`src/rtl/stopwatch_seq_pkg.sv`:
```
// Shared stopwatch definitions: controller state encoding, default lap depth
// and the lap entry layout used by the sequencer, lap buffer and datapath status.
package stopwatch_seq_pkg;

    typedef enum logic [1:0] {
        ST_IDLE    = 2'b00,
        ST_RUNNING = 2'b01,
        ST_PAUSED  = 2'b10
    } sw_state_t;

    localparam int LAP_DEPTH_DEFAULT = 4;
    localparam int MIN_W             = 8;
    localparam int SEC_W             = 6;
    localparam int LAP_W             = MIN_W + SEC_W;

    typedef struct packed {
        logic [MIN_W-1:0] minutes;
        logic [SEC_W-1:0] seconds;
    } lap_entry_t;

endpackage

```
`src/rtl/stopwatch_seq_lap_fifo.sv`:
```
// Lap-time FIFO: power-of-two depth, flush beats pop, a push into a full
// buffer is accepted only when a pop frees a slot in the same cycle.
module lap_fifo
    import stopwatch_seq_pkg::*;
#(
    parameter int DEPTH = LAP_DEPTH_DEFAULT
) (
    input  logic                     clk,
    input  logic                     rst,
    input  logic                     push,
    input  logic                     pop,
    input  logic                     flush,
    input  logic [LAP_W-1:0]         wr_data,
    output logic [LAP_W-1:0]         rd_data,
    output logic [$clog2(DEPTH):0]   count,
    output logic                     full,
    output logic                     empty
);

    localparam int AW = $clog2(DEPTH);
    localparam logic [AW-1:0] PTR_ONE  = AW'(1);
    localparam logic [AW:0]   CNT_ONE  = (AW+1)'(1);
    localparam logic [AW:0]   CNT_FULL = (AW+1)'(DEPTH);
    localparam logic [AW:0]   CNT_ZERO = (AW+1)'(0);

    lap_entry_t    mem_r [DEPTH];
    logic [AW-1:0] wr_ptr_r;
    logic [AW-1:0] rd_ptr_r;
    logic [AW:0]   count_r;
    logic          push_ok_s;
    logic          pop_ok_s;

    // Qualify requests against occupancy; a same-cycle pop makes room for a push.
    always_comb begin
        pop_ok_s  = pop & (count_r != CNT_ZERO);
        push_ok_s = push & ((count_r != CNT_FULL) | pop_ok_s);
    end

    // Pointer and occupancy bookkeeping; pointers wrap naturally at DEPTH.
    always_ff @(posedge clk) begin
        if (rst || flush) begin
            wr_ptr_r <= '0;
            rd_ptr_r <= '0;
            count_r  <= CNT_ZERO;
        end else begin
            if (push_ok_s) begin
                wr_ptr_r <= wr_ptr_r + PTR_ONE;
            end
            if (pop_ok_s) begin
                rd_ptr_r <= rd_ptr_r + PTR_ONE;
            end
            case ({push_ok_s, pop_ok_s})
                2'b10:   count_r <= count_r + CNT_ONE;
                2'b01:   count_r <= count_r - CNT_ONE;
                default: count_r <= count_r;
            endcase
        end
    end

    // Entry storage; contents need no reset since occupancy gates visibility.
    always_ff @(posedge clk) begin
        if (push_ok_s && !flush && !rst) begin
            mem_r[wr_ptr_r] <= wr_data;
        end
    end

    assign rd_data = mem_r[rd_ptr_r];
    assign count   = count_r;
    assign full    = (count_r == CNT_FULL);
    assign empty   = (count_r == CNT_ZERO);

endmodule

```
`src/rtl/stopwatch_seq.sv`:
```
// Stopwatch controller: button edge detection, IDLE/RUNNING/PAUSED FSM with
// one-cycle datapath command pulses, and lap capture into a FIFO.
module stopwatch_seq
    import stopwatch_seq_pkg::*;
#(
    parameter int LAP_DEPTH = LAP_DEPTH_DEFAULT
) (
    input  logic                         clk,
    input  logic                         rst,
    input  logic                         btn_ss,
    input  logic                         btn_lap,
    input  logic [7:0]                   cur_minutes,
    input  logic [5:0]                   cur_seconds,
    output logic                         sw_start,
    output logic                         sw_stop,
    output logic                         sw_reset,
    output logic [1:0]                   state,
    output logic                         lap_valid,
    input  logic                         lap_ready,
    output logic [7:0]                   lap_minutes,
    output logic [5:0]                   lap_seconds,
    output logic [$clog2(LAP_DEPTH):0]   lap_count,
    output logic                         lap_overflow
);

    sw_state_t  state_r;
    logic       ss_prev_r;
    logic       lap_prev_r;
    logic       sw_start_r;
    logic       sw_stop_r;
    logic       sw_reset_r;
    logic       overflow_r;

    logic       ss_rise_s;
    logic       lap_rise_s;
    logic       push_s;
    logic       pop_s;
    logic       flush_s;
    logic       drop_s;
    logic       fifo_full_s;
    logic       fifo_empty_s;
    logic [LAP_W-1:0] head_s;
    lap_entry_t head_entry_s;
    lap_entry_t cur_entry_s;

    assign ss_rise_s  = btn_ss & ~ss_prev_r;
    assign lap_rise_s = btn_lap & ~lap_prev_r;

    // Lap button action depends on state; a start/stop rise swallows it.
    always_comb begin
        push_s  = 1'b0;
        flush_s = 1'b0;
        if (lap_rise_s && !ss_rise_s) begin
            case (state_r)
                ST_RUNNING: push_s  = 1'b1;
                ST_PAUSED:  flush_s = 1'b1;
                default: begin
                    push_s  = 1'b0;
                    flush_s = 1'b0;
                end
            endcase
        end else begin
            push_s  = 1'b0;
            flush_s = 1'b0;
        end
    end

    assign pop_s  = ~fifo_empty_s & lap_ready;
    assign drop_s = push_s & fifo_full_s & ~pop_s;

    // Controller FSM, edge history, command pulses and sticky overflow.
    always_ff @(posedge clk) begin
        if (rst) begin
            state_r    <= ST_IDLE;
            ss_prev_r  <= 1'b1;
            lap_prev_r <= 1'b1;
            sw_start_r <= 1'b0;
            sw_stop_r  <= 1'b0;
            sw_reset_r <= 1'b0;
            overflow_r <= 1'b0;
        end else begin
            ss_prev_r  <= btn_ss;
            lap_prev_r <= btn_lap;
            sw_start_r <= 1'b0;
            sw_stop_r  <= 1'b0;
            sw_reset_r <= 1'b0;
            if (flush_s) begin
                overflow_r <= 1'b0;
            end else if (drop_s) begin
                overflow_r <= 1'b1;
            end
            if (ss_rise_s) begin
                case (state_r)
                    ST_IDLE: begin
                        sw_start_r <= 1'b1;
                        state_r    <= ST_RUNNING;
                    end
                    ST_RUNNING: begin
                        sw_stop_r <= 1'b1;
                        state_r   <= ST_PAUSED;
                    end
                    ST_PAUSED: begin
                        sw_start_r <= 1'b1;
                        state_r    <= ST_RUNNING;
                    end
                    default: state_r <= ST_IDLE;
                endcase
            end else if (flush_s) begin
                sw_reset_r <= 1'b1;
                state_r    <= ST_IDLE;
            end
        end
    end

    assign cur_entry_s = '{minutes: cur_minutes, seconds: cur_seconds};

    lap_fifo #(
        .DEPTH (LAP_DEPTH)
    ) u_lap_fifo (
        .clk     (clk),
        .rst     (rst),
        .push    (push_s),
        .pop     (pop_s),
        .flush   (flush_s),
        .wr_data (cur_entry_s),
        .rd_data (head_s),
        .count   (lap_count),
        .full    (fifo_full_s),
        .empty   (fifo_empty_s)
    );

    assign head_entry_s = head_s;
    assign sw_start     = sw_start_r;
    assign sw_stop      = sw_stop_r;
    assign sw_reset     = sw_reset_r;
    assign state        = state_r;
    assign lap_valid    = ~fifo_empty_s;
    assign lap_minutes  = head_entry_s.minutes;
    assign lap_seconds  = head_entry_s.seconds;
    assign lap_overflow = overflow_r;

endmodule

```
`config.mk`:
```
export PLATFORM = sky130hd
export DESIGN_NAME = stopwatch_seq
export DESIGN_NICKNAME = d
export VERILOG_FILES = /design/src/rtl/stopwatch_seq_pkg.sv /design/src/rtl/stopwatch_seq_lap_fifo.sv /design/src/rtl/stopwatch_seq.sv
export SDC_FILE = /design/constraint.sdc
export NUM_CORES = 1
export LEC_CHECK = 0
export ABC_AREA = 1
export ABC_CLOCK_PERIOD_IN_PS = 2500
export BUFFER_PORTS_ARGS = -buffer_cell sky130_fd_sc_hd__buf_2
export CORE_MARGIN = 10
export CORE_UTILIZATION = 56
export CTS_CLUSTER_DIAMETER = 120
export DETAILED_ROUTE_END_ITERATION = 10
export PLACE_DENSITY = 0.85
export SYNTH_ARGS = -nofsm -noshare
export SYNTH_HDL_FRONTEND = slang
export SYNTH_SLANG_ARGS = --single-unit
```
`constraint.sdc`:
```
create_clock -name clk -period 2.5 [get_ports clk]
set_clock_uncertainty 0.05 [all_clocks]
set_input_delay 0.75 -clock clk [delete_from_list [all_inputs] [get_ports clk]]
set_output_delay 0.75 -clock clk [all_outputs]
set_load 0.01 [all_outputs]
```
**After elaboration in Yosys (flattened, before gate mapping)**

Memory sizes are Yosys's and may differ from the RTL's. A register that Yosys moved wholly into a read port is not among the register bits.
Index checks and enable logic that the tools add are counted.
Widths: inputs -> output; s select.

- Memories kept: 1
- Register bits after elaboration: 15
- RAM bits: 56

Memory list:

| memory | words | width | rd ports | clocked after memory_dff | wr ports | line | RTL |
|---|---|---|---|---|---|---|---|
| u_lap_fifo.mem_r | 4 | 14 | 1 | 1 | 1 | stopwatch_seq_lap_fifo.sv:26 | `lap_entry_t mem_r [DEPTH];` |

- Add/subtract/negate cells: 4
- Reductions and logical operators: 16
- Bitwise operators: 13
- Muxes and demuxes: 14
- Equal/unequal tests: 6

Operators by type and width:

| cell | number |
|---|---|
| $mux 1 | 8 |
| $mux 2 | 4 |
| $reduce_or 2->1 | 4 |
| $and 1x1->1 | 7 |
| $pmux 3 s2 | 1 |
| $not 1->1 | 5 |
| $add 2x1->2 const B | 2 |
| $eq 2x1->1 const B | 2 |
| $eq 2x2->1 const B | 2 |
| $pmux 2 s2 | 1 |
| $reduce_bool 2->1 | 2 |
| $add 3x1->3 const B | 1 |
| $eq 3x3->1 const B | 1 |
| $logic_and 1x1->1 | 3 |
| $logic_not 1->1 | 3 |
| $logic_not 3->1 | 1 |
| $ne 3x3->1 const B | 1 |
| $reduce_bool 3->1 | 1 |
| $sub 3x1->3 const B | 1 |
| $logic_not 2->1 | 1 |
| $logic_or 1x1->1 | 1 |
| $or 1x1->1 | 1 |

**Depth between registers and ports, before layout**

Gate-level depths: netlist (run 1).

- Word-level depth: 10
- Depth in mapped cells: 12
- Mapped depth without buffers: 12

**Cells and area by module**

Synthesis (run 1) repeated with hierarchy kept, for this count alone.

- Cell total of the unflattened synthesis: 245
- Area, all modules: 2866.5 um2

Modules (own cells, without submodules):

| module | instances | cells an instance | area each (um2) |
|---|---|---|---|
| lap_fifo | 1 | 203 | 2543.7 |
| stopwatch_seq | 1 | 42 | 322.8 |

**Worst setup path after synthesis (run 1)**

OpenSTA, ideal clock, no wires.

- Kind: input-to-reg
- Start: input port btn_ss
- End: memory u_lap_fifo.mem_r[0][0] in the netlist's numbering, enable pin
- Required time: 2.065 ns
- Arrival time: 1.818 ns
- Stages on the path: 5
- Library setup time: 0.385 ns
- Path slack: 0.248 ns
- Path buffers: 0
- Path through: inv_2 -> nor2_4 -> nor2_2 -> nand4_1 -> nor2_1

- Longest elaborated chain between the ends: 9

RTL lines:

| what | line | RTL |
|---|---|---|
| start, declared | stopwatch_seq.sv:10 | `input logic btn_ss,` |
| $and 1x1->1 (*) | stopwatch_seq.sv:46 | `assign ss_rise_s = btn_ss & ~ss_prev_r;` |
| $logic_not 1->1 (*) | stopwatch_seq.sv:53 | `if (lap_rise_s && !ss_rise_s) begin` |
| $logic_and 1x1->1 (*) | stopwatch_seq.sv:53 |  |
| $mux 1 | stopwatch_seq.sv:53 |  |
| $and 1x1->1 / $logic_not 1->1 (equally long branches) | stopwatch_seq_lap_fifo.sv:36, stopwatch_seq_lap_fifo.sv:62 |  |
| $logic_and 1x1->1 (*) (2 in a row) | stopwatch_seq_lap_fifo.sv:62 | `if (push_ok_s && !flush && !rst) begin` |
| $mux 1 (*) | stopwatch_seq_lap_fifo.sv:62 |  |
| $mux 1 (not written as such) (*) | stopwatch_seq_lap_fifo.sv:63 | `mem_r[wr_ptr_r] <= wr_data;` |
| end, declared | stopwatch_seq_lap_fifo.sv:26 |  |

Mark *: on every way between the ends. The rest lies on a longest branch, timed or not.

==> results.sh, run 1 <==
export IMPL_status="completed"
export IMPL_cts_buffers=9
export IMPL_syn_nets=258
export IMPL_track_usage=0.133
export IMPL_cp_start_kind="flop"
export IMPL_viasPerCell=5.23
export IMPL_rows=25
export IMPL_clk_pin_slew_ns=0.08
export IMPL_drv_cap=0
export IMPL_htreeDepth=3
export IMPL_fp_dieH_microns=91.4
export IMPL_diodes=0
export IMPL_finalHoldViolations=0
export IMPL_synth_top_cell_area_share=0.590
export IMPL_clock_path_buffers=2
export IMPL_setup_violations=0
export IMPL_grt_overflow=0
export IMPL_fmax_mhz=432
export IMPL_worstPathRequired_ns=1.70
export IMPL_routedWlPerCell_microns=15.3
export IMPL_p_seq_frac=0.547
export IMPL_ys_seq_area_frac=0.709
export IMPL_peakVddDrop_mv=0.408
export IMPL_cts_sinks=73
export IMPL_routed_wl_met3_microns=362
export IMPL_cts_root_buf="clkbuf_8"
export IMPL_power_frac_clock=0.424
export IMPL_p_total_w=0.00240
export IMPL_crit_fanout=28
export IMPL_hold_class="flop to flop"
export IMPL_area_growth_pct=18.9
export IMPL_highest_layer="met4"
export IMPL_clk_latency_ns=0.34
export IMPL_grt_pass1_vias=1899
export IMPL_drt_iter0_drc=144
export IMPL_cellPowerDensity_nw_per_um2=707
export IMPL_drive_gt1_frac=0.278
export IMPL_relSlewSlack=0.716
export IMPL_synth_distinct_cells=26
export IMPL_rsz0062_at_grt="no"
export IMPL_min_period_ns=2.32
export IMPL_vias=1874
export IMPL_antenna_found_initial=0
export IMPL_grt_pass1_wl_mm=8.78
export IMPL_start_util=0.592
export IMPL_drc=0
export IMPL_tns_ns=0
export IMPL_critPathCaptureType="output pin"
export IMPL_critPathKind="flop to output pin"
export IMPL_slew_violations=0
export IMPL_io_buffers=42
export IMPL_internal_power_w=0.00190
export IMPL_arrival_ns=1.52
export IMPL_tightest_slew_ns=0.425
export IMPL_cts_setup_buffers=0
export IMPL_finalCritPeriodShare=0.926
export IMPL_gp_congestion=0.755
export IMPL_yosysTopAreaCell="edfxtp_1"
export IMPL_nets=311
export IMPL_fp_dieW_microns=91.4
export IMPL_wl_met1_mm=2.23
export IMPL_synth_warnings=0
export IMPL_yosys_top_cells_area="edfxtp_1 59%, dfxtp_1 12%, nor2_1 4.9%"
export IMPL_syn_avg_cell_area_sq_um=12.2
export IMPL_synth_cells=233
export IMPL_cts_tree="yes"
export IMPL_p_comb_frac=0.029
export IMPL_drtAntennaViolNets=0
export IMPL_cts_repair_resized=0
export IMPL_die_area_sq_um=8350
export IMPL_syn_cell_area_sq_um=2850
export IMPL_cts_hold_buf=0
export IMPL_p_leak_nw=1.28
export IMPL_coreArea_sq_um=4820
export IMPL_drt_first_pass_iters=4
export IMPL_wl_met2_mm=2.78
export IMPL_p_sw_w=0.000492
export IMPL_ys_seq_elements=73
export IMPL_grt_max_degree=29
export IMPL_io_pins=43
export IMPL_dpl_hpwl_mm=3.60
export IMPL_swShare=0.205
export IMPL_routed_wirelength_mm=5.48
==> Yosys cell counts <==
cell type  instances
a21oi_1            9
buf_2              4
buf_4              1
clkbuf_1           2
dfxtp_1           17
edfxtp_1          56
fa_1               1
ha_1               5
inv_1             15
inv_2              6
nand2_1           15
nand2_2            2
nand3_1            4
nand3_2            1
nand4_1            4
nor2_1            37
nor2_2             3
nor2_4             2
nor3_1             1
o21ai_0           27
o21ai_1            2
o21ai_4            1
o22ai_1           14
or2_1              1
or2_2              1
xor2_1             2
==> power groups by stage <==
stage                     Sequential, W  Combinational (W)  Clock, W
after floorplan                 0.00134          0.0000319         0
after global placement          0.00134          0.0000668         0
after detailed placement        0.00134          0.0000691         0
after CTS                       0.00131          0.0000694   0.00103
after global routing            0.00131          0.0000776   0.00108
final                           0.00131          0.0000686   0.00102
==> cell families (layout without fill, tap and decap cells) <==
logic type               count (synthesis)  in the layout  share of synthesized area
AO/OA/AOI/OAI                           53             53                      0.103
adder cells (fa/ha/maj)                  6              6                     0.0290
XOR/XNOR                                 2              2                    0.00614
flip-flops                              73             73                      0.709
buffers and inverters                   28             86                     0.0399
AND/OR/NAND/NOR                         71             71                      0.113
==> metrics by stage <==
| stage | worst slack [ns] | cells | instance area [sq um] | utilization | hold slack, ns |
|---|---|---|---|---|---|
| 3_3_place_gp | 0.181 | 342 | 3160 | 0.657 | 0.386 |
| 6_report | 0.185 | 358 | 3390 | 0.704 | 0.412 |
| 4_1_cts | 0.165 | 358 | 3390 | 0.704 | 0.415 |
| 5_1_grt | 0.0488 | 358 | 3390 | 0.704 | 0.443 |
| 2_1_floorplan | 0.248 | 233 | 2850 | - | 0.414 |
| 3_5_place_dp | 0.0960 | 342 | 3160 | 0.657 | 0.402 |
==> metal layers <==
layer,track usage,vias up
li1,-,925
met1,0.140,892
met2,0.230,48
met3,0.0510,9
met4,0.0614,0
met5,0,-
==> state kept, by name, summed over array words and instances, names as in the netlist, named ones only <==
register             count
u_lap_fifo.mem_r        56
u_lap_fifo.count         3
state                    2
u_lap_fifo.rd_ptr_r      2
u_lap_fifo.wr_ptr_r      2
lap_overflow             1
lap_prev_r               1
ss_prev_r                1
sw_reset                 1
sw_start                 1
sw_stop                  1
==> worst max-delay path, stage by stage (launching register included) <==
cell	delay, ns
dfxtp_1	0.37
inv_2	0.35
o21ai_0	0.13
o22ai_1	0.16
buf_2	0.16
==> area by class of cell <==
type	count	area, sq um
clock buffers	9	124
clock inverters	7	103
fillers	336	1430
inverters	21	78.8
multi-input cells	132	716
flip-flops and latches	73	2020
well taps	67	83.8
repair buffers	49	263
==> cell usage in the layout, fill, tap and decap left out, types with 3 or more instances in the layout <==
master    Yosys  routed
o21ai_0      27      27
inv_1        15      15
buf_4         1       7
buf_2         4      42
edfxtp_1     56      56
inv_2         6       6
ha_1          5       5
o22ai_1      14      14
nand2_1      15      15
clkbuf_8      0       9
nor2_2        3       3
a21oi_1       9       9
dfxtp_1      17      17
nand3_1       4       4
nor2_1       37      37
nand4_1       4       4
==> worst paths after layout <==
kind                                     startpoint             endpoint  slack (ns)  cells after the start
worst max-delay path                           flop       lap_minutes[0]        0.18                      4
worst min-delay path                   lap_overflow         lap_overflow        0.41                      2
worst max register to register  u_lap_fifo.count[2]  u_lap_fifo.count[2]        0.53                     12
worst min register to register         lap_overflow         lap_overflow        0.41                      2
No activity file was read; power rests on OpenSTA's default activity.
==> run 2: changes to the inputs <==
--- a/config.mk
+++ b/config.mk
@@ -13,6 +13,7 @@
 export CTS_CLUSTER_DIAMETER = 120
 export DETAILED_ROUTE_END_ITERATION = 10
 export PLACE_DENSITY = 0.85
+export REMOVE_ABC_BUFFERS = 1
 export SYNTH_ARGS = -nofsm -noshare
 export SYNTH_HDL_FRONTEND = slang
 export SYNTH_SLANG_ARGS = --single-unit
==> run 2 against run 1 <==
  * Critical path depth unchanged
  * Largest cell class unchanged
  * Utilization is 1.5 points lower
  * Cell area is 2.1% lower
  * Largest power group unchanged
  * Clock-buffer cell count grew 2
  * Wire length shrank 3.4%
==> results.sh, run 2 (same netlist as run 1, synthesis figures left out) <==
export IMPL_fp_dieH_microns=91.4
export IMPL_r2r_start="u_lap_fifo.count[2]"
export IMPL_diodes=0
export IMPL_final_core_util=0.689
export IMPL_layout_common_cells="56 x edfxtp_1, 42 x buf_2, 37 x nor2_1"
export IMPL_status="completed"
export IMPL_p_leak_nw=1.25
export IMPL_routedWlPerCell_microns=14.8
export IMPL_drt_first_pass_iters=4
export IMPL_slew_violations=0
export IMPL_fp_dieW_microns=91.4
export IMPL_hp_start="lap_overflow"
export IMPL_rows=25
export IMPL_drc=0
export IMPL_drive_gt1_frac=0.269
export IMPL_htreeDepth=3
export IMPL_io_pins=43
export IMPL_p_comb_frac=0.032
export IMPL_cts_sinks=73
export IMPL_clk_pin_slew_ns=0.07
export IMPL_routed_wirelength_mm=5.29
export IMPL_crit_family="flip-flops"
export IMPL_slowest_delay_ns=0.44
export IMPL_critPathCaptureType="output pin"
export IMPL_worstPathRequired_ns=1.70
export IMPL_internal_power_w=0.00168
export IMPL_cts_root_buf="clkbuf_8"
export IMPL_antenna_found_initial=0
export IMPL_dpl_hpwl_mm=3.58
export IMPL_cts_buffers=9
export IMPL_tns_ns=0
export IMPL_cellPowerDensity_nw_per_um2=637
export IMPL_drv_cap=0
export IMPL_grt_pass1_wl_mm=8.62
export IMPL_p_sw_w=0.000434
export IMPL_cts_tree="yes"
export IMPL_viasPerCell=5.18
export IMPL_cts_hold_buf=0
export IMPL_gp_congestion=0.740
export IMPL_hold_class="flop to flop"
export IMPL_grt_max_degree=29
export IMPL_final_common_cell="edfxtp_1"
export IMPL_rsz0062_at_grt="no"
export IMPL_finalHoldViolations=0
export IMPL_area_growth_pct=16.4
export IMPL_crit_buf_inv=2
export IMPL_peakVddDrop_mv=0.328
export IMPL_arrival_ns=1.53
export IMPL_start_util=0.592
export IMPL_grt_pass1_vias=1871
export IMPL_setup_violations=0
export IMPL_track_usage=0.129
export IMPL_path_cells="inv_2 -> o21ai_0 -> o22ai_1 -> buf_2"
export IMPL_tightest_slew_ns=0.410
export IMPL_clk_latency_ns=0.33
export IMPL_cpMaxStageDelayCell="dfxtp_1"
export IMPL_power_frac_clock=0.347
export IMPL_fmax_mhz=430
export IMPL_swShare=0.205
export IMPL_cts_setup_buffers=0
export IMPL_regMostFlops="u_lap_fifo.mem_r"
export IMPL_io_buffers=42
export IMPL_cp_start_kind="flop"
export IMPL_coreArea_sq_um=4820
export IMPL_drtAntennaViolNets=0
export IMPL_cts_repair_resized=0
export IMPL_drt_iter0_drc=172
export IMPL_finalCritPeriodShare=0.931
export IMPL_clock_path_buffers=2
export IMPL_die_area_sq_um=8350
export IMPL_vias=1851
export IMPL_nets=311
export IMPL_critPathKind="flop to output pin"
export IMPL_crit_fanout=14
export IMPL_largest_reg_flops=56
export IMPL_min_period_ns=2.33
export IMPL_p_seq_frac=0.620
export IMPL_grt_overflow=0
export IMPL_relSlewSlack=0.726
## run 2: worst paths after layout
path                                       endpoint  slack [ns]  depth (start not counted)
worst max-delay path                 lap_minutes[1]        0.17                          4
worst min-delay path                   lap_overflow        0.40                          2
worst max register to register  u_lap_fifo.count[2]        0.55                         12
worst min register to register         lap_overflow        0.40                          2
## run 2: worst min-delay path: stages (launching register included)
cell     delay (ns)
dfxtp_1        0.31
inv_1          0.04
a21oi_1        0.05
## run 2: metal layers
| layer | routed length (microns) | global-route usage |
|---|---|---|
| met5 | 0 | 0 |
| met3 | 317 | 0.0543 |
| met2 | 2670 | 0.213 |
| met4 | 46 | 0.0431 |
| met1 | 2260 | 0.147 |
## run 2: cell type report
class	count	area (sq um)
Clock inverter	4	21.3
Tap cell	67	83.8
Clock buffer	11	131
Sequential cell	73	2020
Inverter	21	81.3
Timing Repair Buffer	49	263
Multi-Input combinational cell	132	716
Fill cell	353	1500
## run 2: power groups by stage
stage / logic, W / clock network, W / registers (W)
floorplan: 0.0000292 / 0 / 0.00134
global placement: 0.0000663 / 0 / 0.00134
detailed placement: 0.0000692 / 0 / 0.00134
CTS: 0.0000694 / 0.000753 / 0.00131
global route: 0.0000769 / 0.000808 / 0.00131
finish: 0.0000683 / 0.000735 / 0.00131
## run 2: through the flow
stage | std cells | worst slack, ns | hold WS [ns] | total power [W] | instance area, sq um
2_1_floorplan | 226 | 0.248 | 0.414 | 0.00137 | 2820
3_3_place_gp | 342 | 0.189 | 0.386 | 0.00141 | 3160
3_5_place_dp | 342 | 0.113 | 0.397 | 0.00141 | 3160
4_1_cts | 357 | 0.00895 | 0.408 | 0.00213 | 3320
5_1_grt | 357 | 0.0762 | 0.438 | 0.00220 | 3320
6_report | 357 | 0.172 | 0.401 | 0.00212 | 3320
==> run 3: changes to the inputs <==
--- a/config.mk
+++ b/config.mk
@@ -6,13 +6,13 @@
 export NUM_CORES = 1
 export LEC_CHECK = 0
 export ABC_AREA = 1
-export ABC_CLOCK_PERIOD_IN_PS = 2500
+export ABC_CLOCK_PERIOD_IN_PS = 2970
 export BUFFER_PORTS_ARGS = -buffer_cell sky130_fd_sc_hd__buf_2
 export CORE_MARGIN = 10
-export CORE_UTILIZATION = 56
+export CORE_UTILIZATION = 60
 export CTS_CLUSTER_DIAMETER = 120
 export DETAILED_ROUTE_END_ITERATION = 10
-export PLACE_DENSITY = 0.85
+export PLACE_DENSITY = 0.89
 export REMOVE_ABC_BUFFERS = 1
 export SYNTH_ARGS = -nofsm -noshare
 export SYNTH_HDL_FRONTEND = slang
==> constraint.sdc (replaced) <==
create_clock -name clk -period 2.97 [get_ports clk]
set_clock_uncertainty 0.05 [all_clocks]
set_input_delay 0.891 -clock clk [delete_from_list [all_inputs] [get_ports clk]]
set_output_delay 0.891 -clock clk [all_outputs]
set_load 0.01 [all_outputs]
==> run 3 against run 2 <==
  * Hold slack better by 0.0048 ns
  * Utilization up 2.4 points
  * Register-to-register slack better by 0.46 ns
  * Largest cell class unchanged
  * Largest power group unchanged
==> results.sh, run 3 (same netlist as run 1, synthesis figures left out) <==
export IMPL_min_period_ns=2.62
export IMPL_clk_pin_slew_ns=0.07
export IMPL_critPathCaptureType="output pin"
export IMPL_arrival_ns=1.68
export IMPL_status="completed"
export IMPL_fill_cells=313
export IMPL_worstPathRequired_ns=2.03
export IMPL_grt_overflow=0
export IMPL_slew_violations=0
export IMPL_io_pins=43
export IMPL_dpl_hpwl_mm=3.56
export IMPL_vias=1867
export IMPL_setup_violations=0
export IMPL_rows=25
export IMPL_path_cells="inv_2 -> o21ai_0 -> o22ai_1 -> buf_2"
export IMPL_routed_wl_met3_microns=402
export IMPL_cp_start_kind="flop"
export IMPL_routedWlPerCell_microns=15.6
export IMPL_cts_setup_buffers=0
export IMPL_slowest_delay_ns=0.66
export IMPL_multiInputGateArea_sq_um=716
export IMPL_p_sw_w=0.000384
export IMPL_viasPerCell=5.43
export IMPL_tightest_slew_ns=0.532
export IMPL_finalHoldViolations=0
export IMPL_track_usage=0.149
export IMPL_hold_class="flop to flop"
export IMPL_drv_cap=0
export IMPL_grt_pass1_wl_mm=8.93
export IMPL_cts_buffers=9
export IMPL_coreArea_sq_um=4660
export IMPL_crit_family="flip-flops"
export IMPL_grt_max_degree=29
export IMPL_ff2ff_setup_slack_ns=1.01
export IMPL_rsz0062_at_grt="no"
export IMPL_regMostFlops="u_lap_fifo.mem_r"
export IMPL_cellPowerDensity_nw_per_um2=569
export IMPL_reg2regPathDepth=12
export IMPL_clk_latency_ns=0.33
export IMPL_min_path_cells=2
export IMPL_r2r_start="u_lap_fifo.count[2]"
export IMPL_min_to="lap_overflow"
export IMPL_start_util=0.612
export IMPL_drc=0
export IMPL_nets=309
export IMPL_timing_rr_end="u_lap_fifo.count[2]"
export IMPL_largest_reg_flops=56
export IMPL_wl_met2_mm=2.79
export IMPL_cts_root_buf="clkbuf_8"
export IMPL_fp_dieW_microns=88.9
export IMPL_htreeDepth=3
export IMPL_grt_pass1_vias=1953
export IMPL_drt_first_pass_iters=4
export IMPL_io_buffers=42
export IMPL_power_frac_clock=0.386
export IMPL_cts_repair_resized=0
export IMPL_regArea_sq_um=2020
export IMPL_fmax_mhz=382
export IMPL_drtAntennaViolNets=0
export IMPL_swShare=0.203
export IMPL_dpl_cell_area_sq_um=3130
export IMPL_cpMaxStageDelayCell="dfxtp_1"
export IMPL_p_comb_frac=0.030
export IMPL_hp_start="lap_overflow"
export IMPL_cts_sinks=73
export IMPL_die_area_sq_um=7910
export IMPL_p_seq_frac=0.584
export IMPL_p_leak_nw=1.24
export IMPL_finalCritPeriodShare=0.882
export IMPL_tns_ns=0
export IMPL_peakVddDrop_mv=0.292
export IMPL_final_cell_area_sq_um=3320
export IMPL_layout_common_cells="56 x edfxtp_1, 42 x buf_2, 37 x nor2_1"
export IMPL_area_growth_pct=16.5
export IMPL_crit_buf_inv=2
export IMPL_final_common_cell="edfxtp_1"
export IMPL_drt_iter0_drc=160
export IMPL_fp_dieH_microns=88.9
export IMPL_routed_wirelength_mm=5.37
export IMPL_cts_tree="yes"
export IMPL_crit_fanout=15
export IMPL_relSlewSlack=0.645
export IMPL_drive_gt1_frac=0.263
export IMPL_gp_congestion=0.773
export IMPL_highest_layer="met4"
export IMPL_clock_path_buffers=2
export IMPL_antenna_found_initial=0
export IMPL_critPathKind="flop to output pin"
export IMPL_cts_hold_buf=0
export IMPL_wl_met1_mm=2.15
export IMPL_internal_power_w=0.00151
run 3: worst max path at each step:
stage	start	end	slack, ns	cells past startpoint
global route	flop	lap_seconds[4]	0.22	4
finish	flop	lap_seconds[4]	0.35	4
floorplan	btn_ss	u_lap_fifo.mem_r[0][0]	0.58	5
global placement	lap_ready	u_lap_fifo.count[2]	0.52	12
CTS	flop	lap_seconds[4]	0.35	4
detailed placement	lap_ready	u_lap_fifo.count[2]	0.45	12
run 3: worst reg2reg max path: stages, from the launching register on:
cell and delay [ns]:
dfxtp_1 0.41, inv_2 0.07, nor2_2 0.10, nand2_1 0.12, nand3_2 0.12, ha_1 0.16
inv_1 0.06, fa_1 0.38, inv_1 0.06, nand2_1 0.04, nand3_1 0.08, xor2_1 0.15
nor2_1 0.06
run 3: routing by layer:
metal  GRT usage  vias to the layer above
met3      0.0602                        5
met5           0                        -
met4      0.0520                        0
met2       0.255                       53
li1            -                      923
met1       0.164                      886
run 3: through the flow:
stage          cells   util  setup slack [ns]  power [W]  hold WS (ns)
4_1_cts          343  0.712             0.346    0.00191         0.415
3_5_place_dp     327  0.672             0.447    0.00118         0.403
5_1_grt          343  0.712             0.222    0.00195         0.430
3_3_place_gp     327  0.672             0.515    0.00118         0.386
2_1_floorplan    226      -             0.577    0.00115         0.414
6_report         344  0.713             0.350    0.00189         0.406
run 3: final cells by class:
cell class,instances,area share
clock inverters,5,0.0169
well taps,54,0.0203
diodes,1,0.000753
inverters,21,0.0237
multi-input cells,132,0.215
repair buffers,47,0.0746
clock buffers,11,0.0395
flip-flops and latches,73,0.609
run 3: power by group through the flow:
stage	registers (W)	clock network [W]	logic, W
after floorplan	0.00113	0	0.0000246
after global placement	0.00113	0	0.0000556
after detailed placement	0.00113	0	0.0000580
after CTS	0.00110	0.000745	0.0000581
after global routing	0.00110	0.000782	0.0000646
final	0.00110	0.000730	0.0000575
